## config.mk

```make
export PLATFORM = sky130hd
export DESIGN_NAME = data_mem_arbiter
export DESIGN_NICKNAME = d
export VERILOG_FILES = /design/src/rtl/data_mem_arbiter.sv
export SDC_FILE = /design/constraint.sdc
export NUM_CORES = 1
export LEC_CHECK = 0
export CORE_ASPECT_RATIO = 1.4
export CORE_MARGIN = 1.5
export CORE_UTILIZATION = 37
export DETAILED_ROUTE_END_ITERATION = 6
export GPL_ROUTABILITY_DRIVEN = 0
export GPL_TIMING_DRIVEN = 0
export PLACE_DENSITY = 0.85
export SKIP_CTS_REPAIR_TIMING = 1
export SYNTH_ARGS = -nofsm -noshare
export SYNTH_HDL_FRONTEND = slang
export SYNTH_SLANG_ARGS = --single-unit
```

## constraint.sdc

```tcl
create_clock -name clk -period 2.4 [get_ports clk]
set_clock_uncertainty 0.1 [all_clocks]
set_input_delay 0.36 -clock clk [delete_from_list [all_inputs] [get_ports clk]]
set_output_delay 0.36 -clock clk [all_outputs]
set_load 0.01 [all_outputs]
```

## src/rtl/data_mem_arbiter.sv

```systemverilog
// rtl/data_mem_arbiter.sv - single-port data RAM arbiter between the CPU memory stage and an external requester
module data_mem_arbiter #(
  parameter int unsigned MAX_WAIT = 4,
  parameter int unsigned MAX_LOCK = 8
) (
  input  logic        clk,
  input  logic        reset,
  input  logic        cpu_req,
  input  logic        cpu_we,
  input  logic [15:0] cpu_addr,
  input  logic [15:0] cpu_wdata,
  output logic        cpu_gnt,
  output logic        cpu_stall,
  output logic        cpu_rvalid,
  output logic [15:0] cpu_rdata,
  input  logic        ext_req,
  input  logic        ext_we,
  input  logic        ext_lock,
  input  logic [15:0] ext_addr,
  input  logic [15:0] ext_wdata,
  output logic        ext_gnt,
  output logic        ext_rvalid,
  output logic [15:0] ext_rdata,
  output logic [15:0] ram_address,
  output logic [15:0] ram_data,
  output logic        ram_wren,
  input  logic [15:0] ram_q
);

  localparam logic [1:0] ST_ARB      = 2'd0;
  localparam logic [1:0] ST_LOCKED   = 2'd1;
  localparam logic [1:0] ST_CPU_SLOT = 2'd2;
  localparam logic [3:0] WAIT_MAX    = 4'(MAX_WAIT);
  localparam logic [7:0] LOCK_MAX    = 8'(MAX_LOCK);

  logic [1:0]  state_q, state_d;
  logic [7:0]  lock_cnt_q, lock_cnt_d;
  logic [3:0]  starve_cnt_q, starve_cnt_d;
  logic        cpu_rvalid_q, ext_rvalid_q;
  logic [15:0] cpu_rdata_q, ext_rdata_q;
  logic        arb_ext;
  logic        hold_lock;

  always_comb begin
    arb_ext    = ext_req & (~cpu_req | (starve_cnt_q == WAIT_MAX));
    hold_lock  = (state_q == ST_LOCKED) & ext_req & ext_lock;
    cpu_gnt    = 1'b0;
    ext_gnt    = 1'b0;
    state_d    = ST_ARB;
    lock_cnt_d = 8'd0;
    if (state_q == ST_CPU_SLOT) begin
      cpu_gnt = cpu_req;
      if (ext_req & ext_lock) state_d = ST_LOCKED;
    end else if (hold_lock) begin
      ext_gnt    = 1'b1;
      lock_cnt_d = (lock_cnt_q == LOCK_MAX) ? lock_cnt_q : lock_cnt_q + 8'd1;
      state_d    = ST_LOCKED;
    end else begin
      // A dropped lock falls through to plain arbitration in the same cycle
      ext_gnt = arb_ext;
      cpu_gnt = cpu_req & ~arb_ext;
      if (arb_ext & ext_lock) begin
        state_d    = ST_LOCKED;
        lock_cnt_d = 8'd1;
      end
    end
    // lock_cnt counts locked grants; the one reaching MAX_LOCK hands the next cycle to the CPU
    if ((state_d == ST_LOCKED) && (lock_cnt_d == LOCK_MAX) && cpu_req && ext_gnt) begin
      state_d    = ST_CPU_SLOT;
      lock_cnt_d = 8'd0;
    end
    if (reset) begin
      cpu_gnt = 1'b0;
      ext_gnt = 1'b0;
    end
  end

  always_comb begin
    starve_cnt_d = 4'd0;
    if (ext_req & ~ext_gnt)
      starve_cnt_d = (starve_cnt_q == WAIT_MAX) ? starve_cnt_q : starve_cnt_q + 4'd1;
  end

  assign cpu_stall   = cpu_req & ~cpu_gnt;
  assign ram_address = ext_gnt ? ext_addr  : cpu_addr;
  assign ram_data    = ext_gnt ? ext_wdata : cpu_wdata;
  assign ram_wren    = (cpu_gnt & cpu_we) | (ext_gnt & ext_we);

  assign cpu_rvalid = cpu_rvalid_q;
  assign ext_rvalid = ext_rvalid_q;
  assign cpu_rdata  = cpu_rvalid_q ? ram_q : cpu_rdata_q;
  assign ext_rdata  = ext_rvalid_q ? ram_q : ext_rdata_q;

  always_ff @(posedge clk) begin
    if (reset) begin
      state_q      <= ST_ARB;
      lock_cnt_q   <= 8'd0;
      starve_cnt_q <= 4'd0;
      cpu_rvalid_q <= 1'b0;
      ext_rvalid_q <= 1'b0;
      cpu_rdata_q  <= 16'd0;
      ext_rdata_q  <= 16'd0;
    end else begin
      state_q      <= state_d;
      lock_cnt_q   <= lock_cnt_d;
      starve_cnt_q <= starve_cnt_d;
      cpu_rvalid_q <= cpu_gnt & ~cpu_we;
      ext_rvalid_q <= ext_gnt & ~ext_we;
      if (cpu_rvalid_q) cpu_rdata_q <= ram_q;
      if (ext_rvalid_q) ext_rdata_q <= ram_q;
    end
  end

endmodule

```

After elaboration in Yosys (flattened, before gate mapping)
Cells that the tools add are included.
{"block": "classes", "add_sub_neg": 2, "n_mul": 0, "div": 0, "order_cmp": 0, "eq_ne": 6, "shift": 0, "muxes": 19, "bitwise_logic": 21, "reduce_logical": 5}
{"cell": "$mux 16", "count": 4}
{"cell": "$mux 8", "count": 3}
{"cell": "$eq 8x4->1 const B", "count": 2}
{"cell": "$and 1x1->1", "count": 12}
{"cell": "$mux 1", "count": 10}
{"cell": "$add 8x1->8 const B", "count": 1}
{"cell": "$not 1->1", "count": 7}
{"cell": "$add 4x1->4 const B", "count": 1}
{"cell": "$eq 2x1->1 const B", "count": 2}
{"cell": "$eq 4x3->1 const B", "count": 1}
{"cell": "$mux 2", "count": 2}
{"cell": "$reduce_or 2->1", "count": 2}
{"cell": "$logic_and 1x1->1", "count": 3}
{"cell": "$eq 2x2->1 const B", "count": 1}
{"cell": "$or 1x1->1", "count": 2}
{"block": "word_totals", "register_bits": 48, "latch_bits": 0, "mem_bits_rw": 0, "romBits": 0, "out_inout_bits": 70, "word_cells": 61, "memories": 0}

Longest topological paths before layout
Gate-level depths: netlist of the first run.
{"block": "depth", "word_depth": 12, "mapped_depth": 8, "mapped_depth_nobuf": 7}

Worst setup path after synthesis of the first run
No wires, ideal clock.
{"block": "synth_timing", "path_kind": "reg2out", "startpoint": "reg starve_cnt_q[0]", "endpoint": "out ram_address[10]", "arrival_time_ns": 1.798, "path_slack_ns": 0.142, "path_stages_with_launch": 9, "path_cell_list": "dfxtp_1 -> inv_1 -> ha_1 -> nand3b_4 -> nand2_1 -> a21o_2 -> nand2_2 -> buf_2 -> mux2_2"}
{"block": "synth_via", "elab_chain_cells": 7}
{"element": "from (decl)", "line": "38", "text": "logic [3:0] starve_cnt_q, starve_cnt_d;"}
{"element": "from (signal assigned)", "line": "106", "text": "starve_cnt_q <= starve_cnt_d;"}
{"element": "$eq 4x3->1", "line": "45", "text": "arb_ext = ext_req & (~cpu_req | (starve_cnt_q == WAIT_MAX));"}
{"element": "$or 1x1->1", "line": "45"}
{"element": "$and 1x1->1", "line": "45"}
{"element": "$mux 1", "line": "54", "text": "end else if (hold_lock) begin"}
{"element": "$mux 1", "line": "51", "text": "if (state_q == ST_CPU_SLOT) begin"}
{"element": "$mux 1", "line": "72", "text": "if (reset) begin"}
{"element": "$mux 16", "line": "85", "text": "assign ram_address = ext_gnt ? ext_addr : cpu_addr;"}
{"element": "to (decl)", "line": "24", "text": "output logic [15:0] ram_address,"}
Every way passes these cells.

Worst setup path in the final report of the first run
{"block": "layout_timing", "startpoint": "reg starve_cnt_q[0]", "endpoint": "out ram_data[5]"}
{"block": "layout_via", "elab_chain_cells": 7}
{"element": "$eq 4x3->1", "line": "45"}
{"element": "$or 1x1->1", "line": "45"}
{"element": "$and 1x1->1", "line": "45"}
{"element": "$mux 1", "line": "54"}
{"element": "$mux 1", "line": "51"}
{"element": "$mux 1", "line": "72"}
{"element": "$mux 16", "line": "86", "text": "assign ram_data = ext_gnt ? ext_wdata : cpu_wdata;"}
{"element": "to (decl)", "line": "25", "text": "output logic [15:0] ram_data,"}
Every way passes these cells.

==> results of run 1 <==
[final cells by class]
type,instances,area (um^2)
fillers,520,2186
repair buffers,165,1568
multi-input cells,179,1546
flip-flops and latches,48,965.9
well taps,74,92.59
plain buffers,11,87.58
clock buffers,6,82.58
inverters,7,26.28
clock inverters,2,13.76
[critical path, cell delays in order (launching register included)]
cell and delay [ns]:
sky130_fd_sc_hd__dfxtp_2 0.37, sky130_fd_sc_hd__inv_2 0.05, sky130_fd_sc_hd__ha_4 0.16, sky130_fd_sc_hd__nand3b_4 0.11
sky130_fd_sc_hd__a31oi_4 0.10, sky130_fd_sc_hd__a21o_4 0.23, sky130_fd_sc_hd__nand2_8 0.12, sky130_fd_sc_hd__clkbuf_16 0.15
sky130_fd_sc_hd__mux2_2 0.35, sky130_fd_sc_hd__clkbuf_2 0.15
[cells in the mapped netlist (2+ instances only)]
| cell type | instances |
|---|---|
| sky130_fd_sc_hd__mux2_2 | 63 |
| sky130_fd_sc_hd__dfxtp_1 | 48 |
| sky130_fd_sc_hd__nor2b_1 | 34 |
| sky130_fd_sc_hd__nor2_1 | 15 |
| sky130_fd_sc_hd__nand2_1 | 8 |
| sky130_fd_sc_hd__xnor2_1 | 8 |
| sky130_fd_sc_hd__buf_2 | 7 |
| sky130_fd_sc_hd__inv_1 | 7 |
| sky130_fd_sc_hd__nor3_1 | 7 |
| sky130_fd_sc_hd__a21oi_1 | 6 |
| sky130_fd_sc_hd__clkbuf_1 | 6 |
| sky130_fd_sc_hd__nand3_1 | 6 |
| sky130_fd_sc_hd__ha_1 | 4 |
| sky130_fd_sc_hd__a31oi_1 | 3 |
| sky130_fd_sc_hd__and3_1 | 2 |
| sky130_fd_sc_hd__o21ai_0 | 2 |
| sky130_fd_sc_hd__xor2_1 | 2 |
[through the flow]
step | hold slack [ns] | util [%] | instance area (um^2) | instances | worst slack (ns)
2_1_floorplan | 0.3324 | - | 2507 | 247 | 0.1420
3_3_place_gp | 0.4197 | 63.35 | 4161 | 477 | -0.7603
5_1_grt | 0.3437 | 66.72 | 4383 | 492 | -0.2426
3_5_place_dp | 0.4267 | 63.35 | 4161 | 477 | -0.7705
4_1_cts | 0.4472 | 64.82 | 4258 | 485 | -0.9053
6_report | 0.3390 | 66.72 | 4383 | 492 | -0.1598
[layout by cell type (no fill, tap or decap), types with 2 or more instances in the layout]
cell type / Yosys / layout
sky130_fd_sc_hd__a21oi_1: 6 / 5
sky130_fd_sc_hd__a31oi_1: 3 / 2
sky130_fd_sc_hd__and3_1: 2 / 2
sky130_fd_sc_hd__buf_2: 7 / 3
sky130_fd_sc_hd__buf_4: 0 / 10
sky130_fd_sc_hd__buf_6: 0 / 5
sky130_fd_sc_hd__buf_8: 0 / 3
sky130_fd_sc_hd__clkbuf_1: 6 / 2
sky130_fd_sc_hd__clkbuf_16: 0 / 2
sky130_fd_sc_hd__clkbuf_2: 0 / 25
sky130_fd_sc_hd__clkbuf_8: 0 / 6
sky130_fd_sc_hd__clkdlybuf4s50_1: 0 / 118
sky130_fd_sc_hd__dfxtp_1: 48 / 44
sky130_fd_sc_hd__dfxtp_2: 0 / 4
sky130_fd_sc_hd__dlymetal6s2s_1: 0 / 8
sky130_fd_sc_hd__ha_1: 4 / 3
sky130_fd_sc_hd__inv_1: 7 / 5
sky130_fd_sc_hd__inv_2: 0 / 2
sky130_fd_sc_hd__mux2_2: 63 / 59
sky130_fd_sc_hd__mux2_4: 0 / 4
sky130_fd_sc_hd__nand2_1: 8 / 7
sky130_fd_sc_hd__nand3_1: 6 / 6
sky130_fd_sc_hd__nor2_1: 15 / 15
sky130_fd_sc_hd__nor2b_1: 34 / 33
sky130_fd_sc_hd__nor3_1: 7 / 7
sky130_fd_sc_hd__o21ai_0: 2 / 2
sky130_fd_sc_hd__xnor2_1: 8 / 8
sky130_fd_sc_hd__xor2_1: 2 / 2
[state kept, by name, indices dropped and copies added (netlist names)]
| register | flops |
|---|---|
| state_q | 2 |
| lock_cnt_q | 8 |
| starve_cnt_q | 4 |
| cpu_rdata_q | 16 |
| ext_rvalid | 1 |
| cpu_rvalid | 1 |
| ext_rdata_q | 16 |
[power by group]
group | switching (mW) | leakage (nW) | internal [mW]
clock network | 0.277 | 0.0516 | 0.236
registers | 0.00931 | 0.390 | 0.813
logic | 0.174 | 1.41 | 0.308
[layer usage]
| metal | vias up | GRT usage (%) | share of wire [%] |
|---|---|---|---|
| met1 | 1143 | 21.18 | 37 |
| met2 | 163 | 37.90 | 50 |
| li1 | 1186 | - | - |
| met3 | 11 | 7.329 | 11 |
| met5 | - | 0 | 0 |
| met4 | 0 | 7.402 | 1.6 |
[cell families after synthesis]
group	Yosys count	synth area share (%)
compound gates	17	4.442
fa+ha+maj	4	1.996
mux	64	28.74
simple gates	84	19.66
flops	48	38.32
xor+xnor	10	3.493
buf+inv	20	3.343
[final timing paths]
path | start | endpoint | slack, ns | cells after the start
hold / removal | ext_lock | lock_cnt_q[0] | 0.34 | 3
setup reg to reg | lock_cnt_q[0] | state_q[1] | 0.34 | 6
hold reg to reg | starve_cnt_q[3] | starve_cnt_q[3] | 0.44 | 2
setup / recovery | starve_cnt_q[0] | ram_data[5] | -0.16 | 9
==> impl_metrics.prom, run 1 <==
# TYPE chip_impl_metric gauge
chip_impl_info{name="run_status",value="complete, but fails checks"} 1
chip_impl_info{name="violations",value="negative setup slack"} 1
chip_impl_metric{name="drc_errors",unit=""} 0
chip_impl_metric{name="max_slew_margin",unit="%"} 64.33
chip_impl_metric{name="tightest_slew",unit="ns"} 0.5350
chip_impl_info{name="critPathLaunchType",value="flop"} 1
chip_impl_metric{name="synth.yosys.seq_area_share",unit="%"} 38.32
chip_impl_metric{name="final-setup-viol-count",unit=""} 32
chip_impl_metric{name="timing.final.hold_violations",unit=""} 0
chip_impl_metric{name="synthesis.nets",unit=""} 338
chip_impl_info{name="root_buffer",value="sky130_fd_sc_hd__clkbuf_8"} 1
chip_impl_info{name="synth_top_flop_cell",value="sky130_fd_sc_hd__dfxtp_1"} 1
chip_impl_metric{name="ir_worst_vdd",unit="V"} 0.0002517
chip_impl_metric{name="row_count",unit=""} 35
chip_impl_metric{name="synth.cell_area",unit="um^2"} 2507
chip_impl_metric{name="setup-tns-final",unit="ns"} -3.614
chip_impl_metric{name="drt-wirelength-per-cell",unit="um"} 16.25
chip_impl_metric{name="global_route.usage.total",unit="%"} 20.67
chip_impl_metric{name="area_growth_syn_to_layout",unit="%"} 74.80
chip_impl_metric{name="detail_route.iter0.violations",unit=""} 62
chip_impl_metric{name="num_io_pins",unit=""} 157
chip_impl_metric{name="p_per_area",unit="nW/um^2"} 414.6
chip_impl_metric{name="tritoncts.num_buffers",unit=""} 5
chip_impl_metric{name="fin_crit_sh",unit="%"} 106.7
chip_impl_metric{name="cts_num_sinks",unit=""} 48
chip_impl_info{name="hold_path.class",value="primary input to flop"} 1
chip_impl_info{name="synth_area_leaders",value="sky130_fd_sc_hd__dfxtp_1, sky130_fd_sc_hd__mux2_2, sky130_fd_sc_hd__nor2b_1"} 1
chip_impl_metric{name="post-synth-top-area-fraction",unit="%"} 38.32
chip_impl_metric{name="achievable_freq",unit="MHz"} 390.7
chip_impl_metric{name="maxCapViolations",unit=""} 0
chip_impl_metric{name="postRouteAntennaNets",unit=""} 0
chip_impl_metric{name="synthesis.instances",unit=""} 247
chip_impl_metric{name="finish.net_count",unit=""} 508
chip_impl_metric{name="grt_overflow",unit=""} 0
chip_impl_info{name="setup_repair_after_global_routing_missed_its_margin",value="yes"} 1
chip_impl_metric{name="leakagePower",unit="nW"} 1.857
chip_impl_metric{name="synth_edf_count",unit=""} 0
chip_impl_metric{name="post-layout-total-power",unit="mW"} 1.817
chip_impl_info{name="synthDominantAreaCellType",value="sky130_fd_sc_hd__dfxtp_1"} 1
chip_impl_metric{name="post_route_cells_drive_above_1_share",unit="%"} 33.25
chip_impl_metric{name="h-tree-depth",unit=""} 2
chip_impl_metric{name="global_route_wire_length_before_repair",unit="mm"} 11.50
chip_impl_info{name="worstSetupPathType",value="flop to primary output"} 1
chip_impl_metric{name="cp.required",unit="ns"} 1.94
chip_impl_metric{name="number_of_detailed_route_iterations_in_the_first_pass",unit=""} 4
chip_impl_metric{name="fp.dieArea",unit="um^2"} 7287
chip_impl_metric{name="cp_max_fo",unit=""} 8
chip_impl_metric{name="cts.clk_slew.worst_paths",unit="ns"} 0.10
chip_impl_metric{name="worst_skew_pair.late_latency",unit="ns"} 0.30
chip_impl_metric{name="starting_density",unit="%"} 38.17
chip_impl_metric{name="synth_cell_types",unit=""} 36
chip_impl_metric{name="synth_async_sr_flop_share",unit="%"} 0
chip_impl_metric{name="numPortBuffers",unit=""} 156
chip_impl_info{name="sort_of_element_at_the_end_of_the_critical_path",value="primary output"} 1
chip_impl_metric{name="vias",unit=""} 2503
chip_impl_metric{name="flop_and_latch_count_out_of_synthesis",unit=""} 48
chip_impl_metric{name="detail_route.wirelength",unit="mm"} 7.997
chip_impl_metric{name="die_outline_height",unit="um"} 100.4
chip_impl_metric{name="die_width",unit="um"} 72.58
chip_impl_metric{name="grt_antenna_before_repair",unit=""} 0
chip_impl_metric{name="grt_pass1_vias",unit=""} 2443
chip_impl_metric{name="final_critical_path_setup_slack",unit="ns"} -0.1598
chip_impl_metric{name="worstPathArrival",unit="ns"} 2.10
chip_impl_metric{name="grt_max_degree",unit=""} 16
chip_impl_metric{name="slew_violations",unit=""} 0
chip_impl_metric{name="num_antenna_cells",unit=""} 0
chip_impl_metric{name="core_area",unit="um^2"} 6569
chip_impl_metric{name="fin_crit",unit="ns"} 2.560
chip_impl_metric{name="cts.path.max_buffers",unit=""} 2
chip_impl_metric{name="dp_hpwl",unit="mm"} 6.338
chip_impl_metric{name="syn_area_per_cell",unit="um^2"} 10.15
chip_impl_info{name="cts_tree",value="done"} 1
chip_impl_metric{name="detail_route.vias_per_cell",unit=""} 5.087
chip_impl_metric{name="yosys_warnings",unit=""} 0
No activity file was read; power rests on OpenSTA's default activity.
==> inputs of run 2 (changes only) <==
--- a/config.mk
+++ b/config.mk
@@ -7,12 +7,13 @@
 export LEC_CHECK = 0
 export CORE_ASPECT_RATIO = 1.4
 export CORE_MARGIN = 1.5
-export CORE_UTILIZATION = 37
+export CORE_UTILIZATION = 33
 export DETAILED_ROUTE_END_ITERATION = 6
 export GPL_ROUTABILITY_DRIVEN = 0
 export GPL_TIMING_DRIVEN = 0
-export PLACE_DENSITY = 0.85
+export PLACE_DENSITY = 0.8
 export SKIP_CTS_REPAIR_TIMING = 1
+export SLEW_MARGIN = 20
 export SYNTH_ARGS = -nofsm -noshare
 export SYNTH_HDL_FRONTEND = slang
 export SYNTH_SLANG_ARGS = --single-unit
==> constraint.sdc (replaced) <==
create_clock -name clk -period 2.24 [get_ports clk]
set_clock_uncertainty 0.1 [all_clocks]
set_input_delay 0.336 -clock clk [delete_from_list [all_inputs] [get_ports clk]]
set_output_delay 0.336 -clock clk [all_outputs]
set_load 0.01 [all_outputs]
==> impl_metrics.prom, run 2 (same netlist as run 1, synthesis figures left out) <==
# TYPE chip_impl_metric gauge
chip_impl_metric{name="worst_skew_pair.late_latency",unit="ns"} 0.30
chip_impl_info{name="hold_path.class",value="primary input to flop"} 1
chip_impl_metric{name="area_growth_syn_to_layout",unit="%"} 88.02
chip_impl_metric{name="global_route.usage.total",unit="%"} 18.12
chip_impl_metric{name="fin_crit",unit="ns"} 2.526
chip_impl_metric{name="fp.dieArea",unit="um^2"} 8138
chip_impl_metric{name="final_critical_path_setup_slack",unit="ns"} -0.2859
chip_impl_info{name="critical_path.startpoint",value="starve_cnt_q[0]"} 1
chip_impl_metric{name="slew_violations",unit=""} 0
chip_impl_metric{name="grt_max_degree",unit=""} 17
chip_impl_metric{name="detail_route.wirelength",unit="mm"} 8.058
chip_impl_info{name="cp_cell_sequence",value="inv_2 -> ha_4 -> nand3b_4 -> nand2_2 -> a21o_4 -> buf_4 -> buf_6 -> a21o_1 -> a21oi_1 -> buf_2"} 1
chip_impl_info{name="worst_path_max_delay_cell",value="sky130_fd_sc_hd__dfxtp_2"} 1
chip_impl_metric{name="drt-wirelength-per-cell",unit="um"} 15.47
chip_impl_metric{name="post_route_cells_drive_above_1_share",unit="%"} 35.85
chip_impl_info{name="run_status",value="complete, but fails checks"} 1
chip_impl_metric{name="h-tree-depth",unit=""} 2
chip_impl_metric{name="pre_cts_ws",unit="ns"} -0.8844
chip_impl_metric{name="worstPathArrival",unit="ns"} 2.09
chip_impl_metric{name="grt.met2_usage",unit="%"} 34.32
chip_impl_info{name="root_buffer",value="sky130_fd_sc_hd__clkbuf_8"} 1
chip_impl_metric{name="vias",unit=""} 2548
chip_impl_metric{name="num_io_pins",unit=""} 157
chip_impl_info{name="layout.cells.most_common_list",value="sky130_fd_sc_hd__clkdlybuf4s50_1, sky130_fd_sc_hd__dfxtp_1, sky130_fd_sc_hd__mux2_2"} 1
chip_impl_metric{name="starting_density",unit="%"} 34.06
chip_impl_metric{name="global_route_wire_length_before_repair",unit="mm"} 11.71
chip_impl_metric{name="cpPeakStageDelay",unit="ns"} 0.38
chip_impl_metric{name="tightest_slew",unit="ns"} 0.5307
chip_impl_metric{name="ir_worst_vdd",unit="V"} 0.0002976
chip_impl_metric{name="post-layout-total-power",unit="mW"} 2.208
chip_impl_metric{name="grt_overflow",unit=""} 0
chip_impl_metric{name="p_per_area",unit="nW/um^2"} 468.4
chip_impl_metric{name="setup-tns-final",unit="ns"} -8.773
chip_impl_metric{name="cts.path.max_buffers",unit=""} 2
chip_impl_metric{name="timing.final.hold_violations",unit=""} 0
chip_impl_metric{name="postRouteAntennaNets",unit=""} 0
chip_impl_metric{name="num_antenna_cells",unit=""} 0
chip_impl_metric{name="row_count",unit=""} 37
chip_impl_metric{name="finish.net_count",unit=""} 514
chip_impl_metric{name="grt_antenna_before_repair",unit=""} 0
chip_impl_metric{name="dp_cells",unit=""} 500
chip_impl_metric{name="tritoncts.num_buffers",unit=""} 5
chip_impl_metric{name="numPortBuffers",unit=""} 156
chip_impl_metric{name="die_width",unit="um"} 76.67
chip_impl_metric{name="drc_errors",unit=""} 0
chip_impl_metric{name="grt_pass1_vias",unit=""} 2472
chip_impl_metric{name="leakagePower",unit="nW"} 2.007
chip_impl_metric{name="dp_hpwl",unit="mm"} 6.114
chip_impl_metric{name="die_outline_height",unit="um"} 106.1
chip_impl_metric{name="detail_route.vias_per_cell",unit=""} 4.891
chip_impl_info{name="critPathLaunchType",value="flop"} 1
chip_impl_info{name="hold_path.startpoint",value="ext_lock"} 1
chip_impl_metric{name="final-setup-viol-count",unit=""} 36
chip_impl_metric{name="grt_util_met1",unit="%"} 18.95
chip_impl_info{name="top_usage_layer",value="met2"} 1
chip_impl_metric{name="cts_num_sinks",unit=""} 48
chip_impl_info{name="sort_of_element_at_the_end_of_the_critical_path",value="primary output"} 1
chip_impl_metric{name="layout.cell_area.non_filler",unit="um^2"} 4715
chip_impl_metric{name="finalNonFillerCells",unit=""} 521
chip_impl_info{name="setup_repair_after_global_routing_missed_its_margin",value="yes"} 1
chip_impl_metric{name="maxCapViolations",unit=""} 0
chip_impl_info{name="cts_tree",value="done"} 1
chip_impl_metric{name="achievable_freq",unit="MHz"} 395.9
chip_impl_metric{name="max_slew_margin",unit="%"} 64.62
chip_impl_metric{name="cp.required",unit="ns"} 1.80
chip_impl_info{name="worstSetupPathType",value="flop to primary output"} 1
chip_impl_info{name="reg.largest.list",value="cpu_rdata_q x16, ext_rdata_q x16, lock_cnt_q x8"} 1
chip_impl_metric{name="area_post_placement",unit="um^2"} 4190
chip_impl_metric{name="cp_max_fo",unit=""} 5
chip_impl_info{name="violations",value="negative setup slack"} 1
chip_impl_metric{name="core_area",unit="um^2"} 7361
chip_impl_info{name="most_common_cell_after_layout_fill_and_taps_aside",value="sky130_fd_sc_hd__clkdlybuf4s50_1"} 1
chip_impl_info{name="rr_startpoint",value="lock_cnt_q[0]"} 1
chip_impl_metric{name="fin_crit_sh",unit="%"} 112.8
chip_impl_metric{name="groute.layer.met3.usage",unit="%"} 4.549
chip_impl_metric{name="detail_route.iter0.violations",unit=""} 55
chip_impl_metric{name="cts.clk_slew.worst_paths",unit="ns"} 0.08
chip_impl_metric{name="number_of_detailed_route_iterations_in_the_first_pass",unit=""} 4
run 2: through the flow:
step           hold WS [ns]  util, %
2_1_floorplan        0.3084        -
5_1_grt              0.3376    64.05
3_3_place_gp         0.4204    56.93
3_5_place_dp         0.4425    56.93
4_1_cts              0.4544    58.80
6_report             0.3111    64.05
run 2: final timing paths:
kind | slack (ns) | depth (start not counted) | endpoint
worst max-delay path | -0.29 | 10 | ram_wren
worst min-delay path | 0.31 | 3 | lock_cnt_q[0]
worst max register to register | 0.19 | 6 | state_q[1]
worst min register to register | 0.46 | 2 | starve_cnt_q[3]
run 2: critical path, delay by kind of cell, from the launching register on:
family                   cells  cell delay, ns
AO/OA/AOI/OAI                3            0.53
adder cells (fa/ha/maj)      1            0.17
buffers and inverters        4            0.51
flip-flops                   1            0.38
AND/OR/NAND/NOR              2            0.21
run 2: per-layer routing:
layer	routed length (um)	share of wire [%]
met2	4319	54
met3	543	6.7
met4	158	2.0
met1	3037	38
met5	0	0
run 2: final cells by class:
| type | instances | area (um^2) |
|---|---|---|
| buffer | 11 | 95.09 |
| clock buffer | 5 | 68.82 |
| clock inverter | 3 | 68.82 |
| multi-input combinational | 180 | 1637 |
| fill | 585 | 2646 |
| tap | 97 | 121.4 |
| inverter | 7 | 26.28 |
| sequential | 48 | 970.9 |
| timing repair buffer | 170 | 1727 |
run 2: where the power goes:
group	leakage (nW)	switching [mW]	internal (mW)	total, mW
combinational	1.55	0.201	0.385	0.586
sequential	0.391	0.00961	0.870	0.879
clock	0.0687	0.294	0.449	0.743
